### src/rtl/eight_x_three_priority_encoder_if.sv
// Request/grant bundle for the eight-line priority encoder.
// master drives requests, enable and ack; slave returns code, valid, pending and overrun.
interface eight_x_three_priority_encoder_if;
    logic       enable;
    logic       in0, in1, in2, in3, in4, in5, in6, in7;
    logic       ack;
    logic [2:0] code;
    logic       valid;
    logic [7:0] pending;
    logic       overrun;

    modport master (
        output enable, in0, in1, in2, in3, in4, in5, in6, in7, ack,
        input  code, valid, pending, overrun
    );

    modport slave (
        input  enable, in0, in1, in2, in3, in4, in5, in6, in7, ack,
        output code, valid, pending, overrun
    );
endinterface

### src/rtl/eight_x_three_priority_encoder.sv
// Latches rising edges on eight request lines and grants them one at a time
// as a 3-bit code with a valid/ack handshake. Define ENCODER_ROUND_ROBIN_EN for rotating priority.
//
// state | meaning
// IDLE  | no grant outstanding, valid=0; waiting for enable and a pending line
// HOLD  | code is granted, valid=1; waiting for ack
module eight_x_three_priority_encoder (
    input logic clk,
    input logic reset,
    eight_x_three_priority_encoder_if.slave bus
);
    typedef enum logic {IDLE = 1'b0, HOLD = 1'b1} state_t;

    state_t     state, state_n;
    logic [7:0] req, prev, edges;
    logic [7:0] pending_q, pending_n, clear_mask;
    logic [2:0] code_q, code_n, start, win, idx;
    logic       found, honoured, overrun_q, overrun_n;

    assign req   = {bus.in7, bus.in6, bus.in5, bus.in4, bus.in3, bus.in2, bus.in1, bus.in0};
    assign edges = bus.enable ? (req & ~prev) : 8'h00;

`ifdef ENCODER_ROUND_ROBIN_EN
    logic [2:0] ptr;

    always_ff @(posedge clk) begin
        if (reset)         ptr <= 3'b111;
        else if (honoured) ptr <= code_q;
    end

    assign start = ptr + 3'd1;
`else
    assign start = 3'd0;
`endif

    // Search begins at start and wraps 7->0; start is 0 in fixed-priority builds.
    always_comb begin
        win   = 3'd0;
        found = 1'b0;
        idx   = 3'd0;
        for (int k = 0; k < 8; k++) begin
            idx = start + 3'(k);
            if (!found && pending_q[idx]) begin
                win   = idx;
                found = 1'b1;
            end
        end
    end

    always_ff @(posedge clk) begin
        if (reset) begin
            state     <= IDLE;
            prev      <= 8'h00;
            pending_q <= 8'h00;
            code_q    <= 3'd0;
            overrun_q <= 1'b0;
        end else begin
            state     <= state_n;
            prev      <= req;
            pending_q <= pending_n;
            code_q    <= code_n;
            overrun_q <= overrun_n;
        end
    end

    always_comb begin
        state_n = state;
        code_n  = code_q;
        case (state)
            IDLE: if (bus.enable && found) begin
                state_n = HOLD;
                code_n  = win;
            end
            HOLD: if (bus.ack) state_n = IDLE;
            default: state_n = IDLE;
        endcase
        // A same-cycle edge re-sets a bit being cleared, and is not an overrun.
        pending_n = (pending_q & ~clear_mask) | edges;
        overrun_n = |(edges & pending_q & ~clear_mask);
    end

    always_comb begin
        honoured    = (state == HOLD) && bus.ack;
        clear_mask  = honoured ? (8'h01 << code_q) : 8'h00;
        bus.valid   = (state == HOLD);
        bus.code    = code_q;
        bus.pending = pending_q;
        bus.overrun = overrun_q;
    end
endmodule

### src/flat_wrapper.sv
// flat-port wrapper written by rule: the top's interface ports become plain ports
module eight_x_three_priority_encoder_flat 
  (clk, reset, bus_enable, bus_in0, bus_in1, bus_in2, bus_in3, bus_in4, bus_in5, bus_in6, bus_in7, bus_ack, bus_code, bus_valid, bus_pending, bus_overrun);
  eight_x_three_priority_encoder_if bus_i ();
  input logic clk;
  input logic reset;
  input wire logic [$bits(bus_i.enable)-1:0] bus_enable;
  input wire logic [$bits(bus_i.in0)-1:0] bus_in0;
  input wire logic [$bits(bus_i.in1)-1:0] bus_in1;
  input wire logic [$bits(bus_i.in2)-1:0] bus_in2;
  input wire logic [$bits(bus_i.in3)-1:0] bus_in3;
  input wire logic [$bits(bus_i.in4)-1:0] bus_in4;
  input wire logic [$bits(bus_i.in5)-1:0] bus_in5;
  input wire logic [$bits(bus_i.in6)-1:0] bus_in6;
  input wire logic [$bits(bus_i.in7)-1:0] bus_in7;
  input wire logic [$bits(bus_i.ack)-1:0] bus_ack;
  output wire logic [$bits(bus_i.code)-1:0] bus_code;
  output wire logic [$bits(bus_i.valid)-1:0] bus_valid;
  output wire logic [$bits(bus_i.pending)-1:0] bus_pending;
  output wire logic [$bits(bus_i.overrun)-1:0] bus_overrun;
  assign bus_i.enable = bus_enable;
  assign bus_i.in0 = bus_in0;
  assign bus_i.in1 = bus_in1;
  assign bus_i.in2 = bus_in2;
  assign bus_i.in3 = bus_in3;
  assign bus_i.in4 = bus_in4;
  assign bus_i.in5 = bus_in5;
  assign bus_i.in6 = bus_in6;
  assign bus_i.in7 = bus_in7;
  assign bus_i.ack = bus_ack;
  assign bus_code = bus_i.code;
  assign bus_valid = bus_i.valid;
  assign bus_pending = bus_i.pending;
  assign bus_overrun = bus_i.overrun;
  eight_x_three_priority_encoder u_core (.clk(clk), .reset(reset), .bus(bus_i));
endmodule
### config.mk
export PLATFORM = sky130hd
export DESIGN_NAME = eight_x_three_priority_encoder_flat
export DESIGN_NICKNAME = d
export VERILOG_FILES = /design/src/rtl/eight_x_three_priority_encoder_if.sv /design/src/rtl/eight_x_three_priority_encoder.sv /design/src/flat_wrapper.sv
export SDC_FILE = /design/constraint.sdc
export NUM_CORES = 1
export LEC_CHECK = 0
export CAP_MARGIN = 20
export CORE_AREA = 2 2 46 57
export DETAILED_ROUTE_END_ITERATION = 8
export DIE_AREA = 0 0 48 59
export PLACE_DENSITY = 0.67
export SETUP_SLACK_MARGIN = 0.5
export SYNTH_ARGS = -nofsm -noshare
export SYNTH_HDL_FRONTEND = slang
export SYNTH_SLANG_ARGS = --single-unit
### constraint.sdc
create_clock -name clk -period 1.7 [get_ports clk]
set_input_delay 0.34 -clock clk [delete_from_list [all_inputs] [get_ports clk]]
set_output_delay 0.34 -clock clk [all_outputs]
set_load 0.01 [all_outputs]
Yosys cells after proc, flatten, opt, wreduce, memory -nomap -nowiden. Cells that the tools add are included.

Shift operators: 1. Muxes and demuxes: 20. Bitwise gates (word level): 8. Reduce and logical (&&, ||, !) cells: 18.

Operators with widths (count): bitwise AND 8 bit (4); two-way mux 3 bit (6); two-way mux 8 bit (2); NOT 8 bit (2); two-way mux 1 bit (11); logical AND 1 bit (9); bitwise OR 8 bit (1); OR reduction 8 bit (1); << shifter 1 x 3 -> 8 bit, first input constant (1); logical NOT 1 bit (7); case mux 1 bit (2 select lines) (1); AND reduction 2 bit (1); NOT 1 bit (1).

Bits in registers: 21. Input bits: 12. Output and inout port bits: 13. Logic and storage cells: 52.

Logic depth before layout (Yosys ltp).
Depth in word-level cells: 25. Gate-level depth with buffers: 5.

Least setup slack after synthesis. Ideal clock, no wire load.

Kind: register to register. Start: reg u_core.code_q[2], in the netlist u_core.bus.code[2]. End: reg u_core.overrun_q, in the netlist u_core.bus.overrun. Setup time: 0.122 ns. Data arrival time: 1.312 ns. Setup slack: 0.267 ns. Stages on the path, launching flop included: 6. Buffers on the path: 0. Path through: dfxtp_1 nand3_2 o31ai_4 o32a_1 o311ai_1 o311a_1.

Longest elaborated chain between the ends: 5.

RTL lines: from (decl) (RTL line eight_x_three_priority_encoder.sv:17) `logic [2:0] code_q, code_n, start, win, idx;`; from (signal assigned) (RTL line eight_x_three_priority_encoder.sv:61) `code_q <= code_n;`; << shifter 1 x 3 -> 8 bit (RTL line eight_x_three_priority_encoder.sv:84) `clear_mask = honoured ? (8'h01 << code_q) : 8'h00;`; two-way mux 8 bit (RTL line eight_x_three_priority_encoder.sv:84); NOT 8 bit (RTL line eight_x_three_priority_encoder.sv:79) `overrun_n = |(edges & pending_q & ~clear_mask);`; bitwise AND 8 bit (RTL line eight_x_three_priority_encoder.sv:79); OR reduction 8 bit (RTL line eight_x_three_priority_encoder.sv:79); to (signal assigned) (RTL line eight_x_three_priority_encoder.sv:62) `overrun_q <= overrun_n;`; to (decl) (RTL line eight_x_three_priority_encoder.sv:18) `logic found, honoured, overrun_q, overrun_n;`.

Every way passes these cells. A chain may end at the register's enable or synchronous reset.

Worst setup path after layout. Ends and elaborated chain as after synthesis.

==> flow_summary.ini <==
[timing]
rsz0062_at_grt = yes
hold_slack_ps = 513.6
min_period_ps = 1515
setup_violations = 0
fmax_mhz = 660.2
slew_headroom_pct = 78.33
tightest_slew_ps = 322.3
drv_slew = 0
hold_viol = 0
fin_skew_ps = 6.304
timing.final.crit_share_pct = 89.10

[placement]
place_congestion = 0.8565
hpwl_mm = 1.581
numPortBuffers = 24
dpl.cell_count = 153

[job]
maxCapViolCount = 0

[setup_path]
rr_worst_depth = 5
start_kind = flop
cpLargestDelayFamily = compound AO/OA/AOI/OAI gates
max_stage_delay_ps = 370
cp_max_fo = 5
worstPathRequired_ps = 1920
cp_num_cells = 5
r2r_slack_ps = 190
reg2reg_from = u_core.bus.code[2]
crit_buf_inv = 1
setup.worst_path.end_class = flop
cp_cell_sequence = buf_12 > o41ai_4 > or3b_1 > o311ai_1 > o311a_1
slowest_stage = dfxtp_4
path_class = reg -> reg
critPathArrivalTime_ps = 1740
regToRegEndpoint = u_core.bus.overrun

[power_and_ir_drop]
p_sw_uw = 334.7
total_power_uw = 1141
p_sw_share_pct = 29.33
comb_power_share_pct = 29.1
p_leak_uw = 0.0005990
clkPwrFrac_pct = 21.6
powerDensity_mw_per_mm2 = 774.2
p_seq_share_pct = 49.3
p_int_uw = 806.4
vdd_drop_max_mv = 0.4881

[floorplan]
core_area_mm2 = 0.002258
io_pins = 25
initial_core_util_pct = 39.11
die_area_mm2 = 0.002832
die_height_um = 59
num_rows = 19
chipWidth_um = 48

[logic_synthesis]
async_flop_share_pct = 0
yosysSeqAreaShare_pct = 47.59
synth_edf_count = 0
syn-instance-count = 95
synth_area_um2 = 883.3
synthFlopType = dfxtp_1
ys_types = 26
syn_nets = 107
syn_avg_cell_area_um2 = 9.298
ys_warn_count = 0
ys_ff_latch = 21

[final_layout]
finalCoreUtilization_pct = 65.26
drive_gt1_share_pct = 44.06
final_cell_mix = 17 x buf_4, 10 x a21oi_1, 10 x clkdlybuf4s50_1, 10 x buf_6, 9 x dfxtp_1
final_common_cell = buf_4
instances_no_fill = 174
area_growth_pct = 66.86
final_nets = 156
fillers = 184
insertedDiodeCount = 0

[drt]
drtIter0Drc = 19
vias_per_cell = 5.092
drcViolationCount = 0
ant_nets = 0
drt_first_pass_iters = 4
vias = 886
routedWlPerCell_um = 13.67
drt-total-wl_mm = 2.378

[clock_network]
htree_levels = 1
clkTransAtPathRegs_ps = 120
holdBufCountCts = 0
cts_sinks = 21
clk_latency_ps = 320
cts_buffer_depth = 2
numCtsBuffers = 3
cts_tree = done
clock-root-buffer = clkbuf_4

[global_route]
grt_pass1_wl_mm = 3.567
grt_pass1_vias = 830
grt_usage_pct = 18.01
grt_max_degree = 18
antenna_found_initial = 0
gr-total-overflow = 0

[min_path]
min_path_type = reg -> reg
min_to = u_core.bus.pending[0]
hp-start = u_core.prev[0]
whs_path_depth = 2

[outcome]
status = finished clean
-- per-layer routing --
layer | wire length, um | vias to the layer above | part of all wire, % | track usage [%]
li1 | - | 438 | - | -
met1 | 999 | 416 | 42 | 22.67
met2 | 1205 | 25 | 51 | 27.24
met3 | 99 | 7 | 4.2 | 3.049
met4 | 73 | 0 | 3.1 | 11.97
met5 | 0 | - | 0 | 0
-- sequential cells by signal (all words and copies together), names as in the netlist --
| signal | cells |
|---|---|
| u_core.bus.valid | 1 |
| u_core.bus.code | 3 |
| u_core.prev | 8 |
| u_core.bus.pending | 8 |
| u_core.bus.overrun | 1 |
-- worst reg2reg max path: stages, from the launching register on --
cell and delay, ps:
dfxtp_4 370, buf_12 130, o41ai_4 360, or3b_1 170
o311ai_1 100, o311a_1 290
-- how the worst max path moves through the flow --
| stage | from | end |
|---|---|---|
| global route | u_core.bus.code[2] | u_core.bus.overrun |
| global placement | bus_ack | u_core.bus.overrun |
| CTS | u_core.bus.code[2] | u_core.bus.overrun |
| detailed placement | bus_ack | u_core.bus.overrun |
| floorplan | u_core.bus.code[0] | u_core.bus.overrun |
| finish | u_core.bus.code[2] | u_core.bus.overrun |
-- kinds of logic after synthesis --
kind of cell | Yosys count | synth area share [%]
AOI/OAI and AO/OA | 29 | 24.65
buffers and inverters | 10 | 4.250
DFF | 21 | 47.59
and+or+nand+nor | 35 | 23.51
-- area by class of cell --
type | instances | area (um2) | share of cell area, %
clock inverters | 1 | 5.005 | 0.3396
well taps | 31 | 38.79 | 2.632
multi-input cells | 64 | 491.7 | 33.36
clock buffers | 3 | 22.52 | 1.528
inverters | 7 | 26.28 | 1.783
repair buffers | 47 | 434.2 | 29.46
flip-flops and latches | 21 | 455.4 | 30.90
-- metrics by stage --
step | worst slack (ps) | setup TNS [ps] | instance area (um2)
6_report | 185.2 | 0 | 1474
2_1_floorplan | 375.1 | 0 | 898.4
3_5_place_dp | -261.3 | -261.3 | 1211
3_3_place_gp | -266.4 | -266.4 | 1211
4_1_cts | 157.2 | 0 | 1400
5_1_grt | 94.00 | 0 | 1474
-- synth_stat cells, types with 2 or more instances --
| cell | instances | area, um2 |
|---|---|---|
| nor2_1 | 8 | 30.03 |
| dfxtp_1 | 21 | 420.4 |
| o32ai_1 | 2 | 17.52 |
| nor3_1 | 2 | 10.01 |
| nand2b_1 | 7 | 43.79 |
| o21ai_0 | 3 | 15.01 |
| nand2_1 | 2 | 7.510 |
| o221a_2 | 2 | 22.52 |
| clkbuf_1 | 2 | 7.510 |
| nand3b_1 | 8 | 60.06 |
| o31ai_1 | 3 | 22.52 |
| inv_1 | 7 | 26.28 |
| a21oi_1 | 11 | 55.05 |
| nor2b_1 | 5 | 31.28 |
-- power groups by stage --
stage               clock [uW]  sequential [uW]  combinational (uW)
finish                     247              562                 332
global route               285              568                 357
CTS                        251              559                 298
detailed placement           0              589                 213
global placement             0              588                 211
floorplan                    0              590                93.4
-- timing repair --
| item | 4_1_cts | 5_1_grt |
|---|---|---|
| resized for setup | 72 | 13 |
| pin swaps | 3 | 3 |
| setup buffers | 14 | 3 |
| setup endpoints to repair | 22 | 17 |
Power figures use the tool's default switching activity.
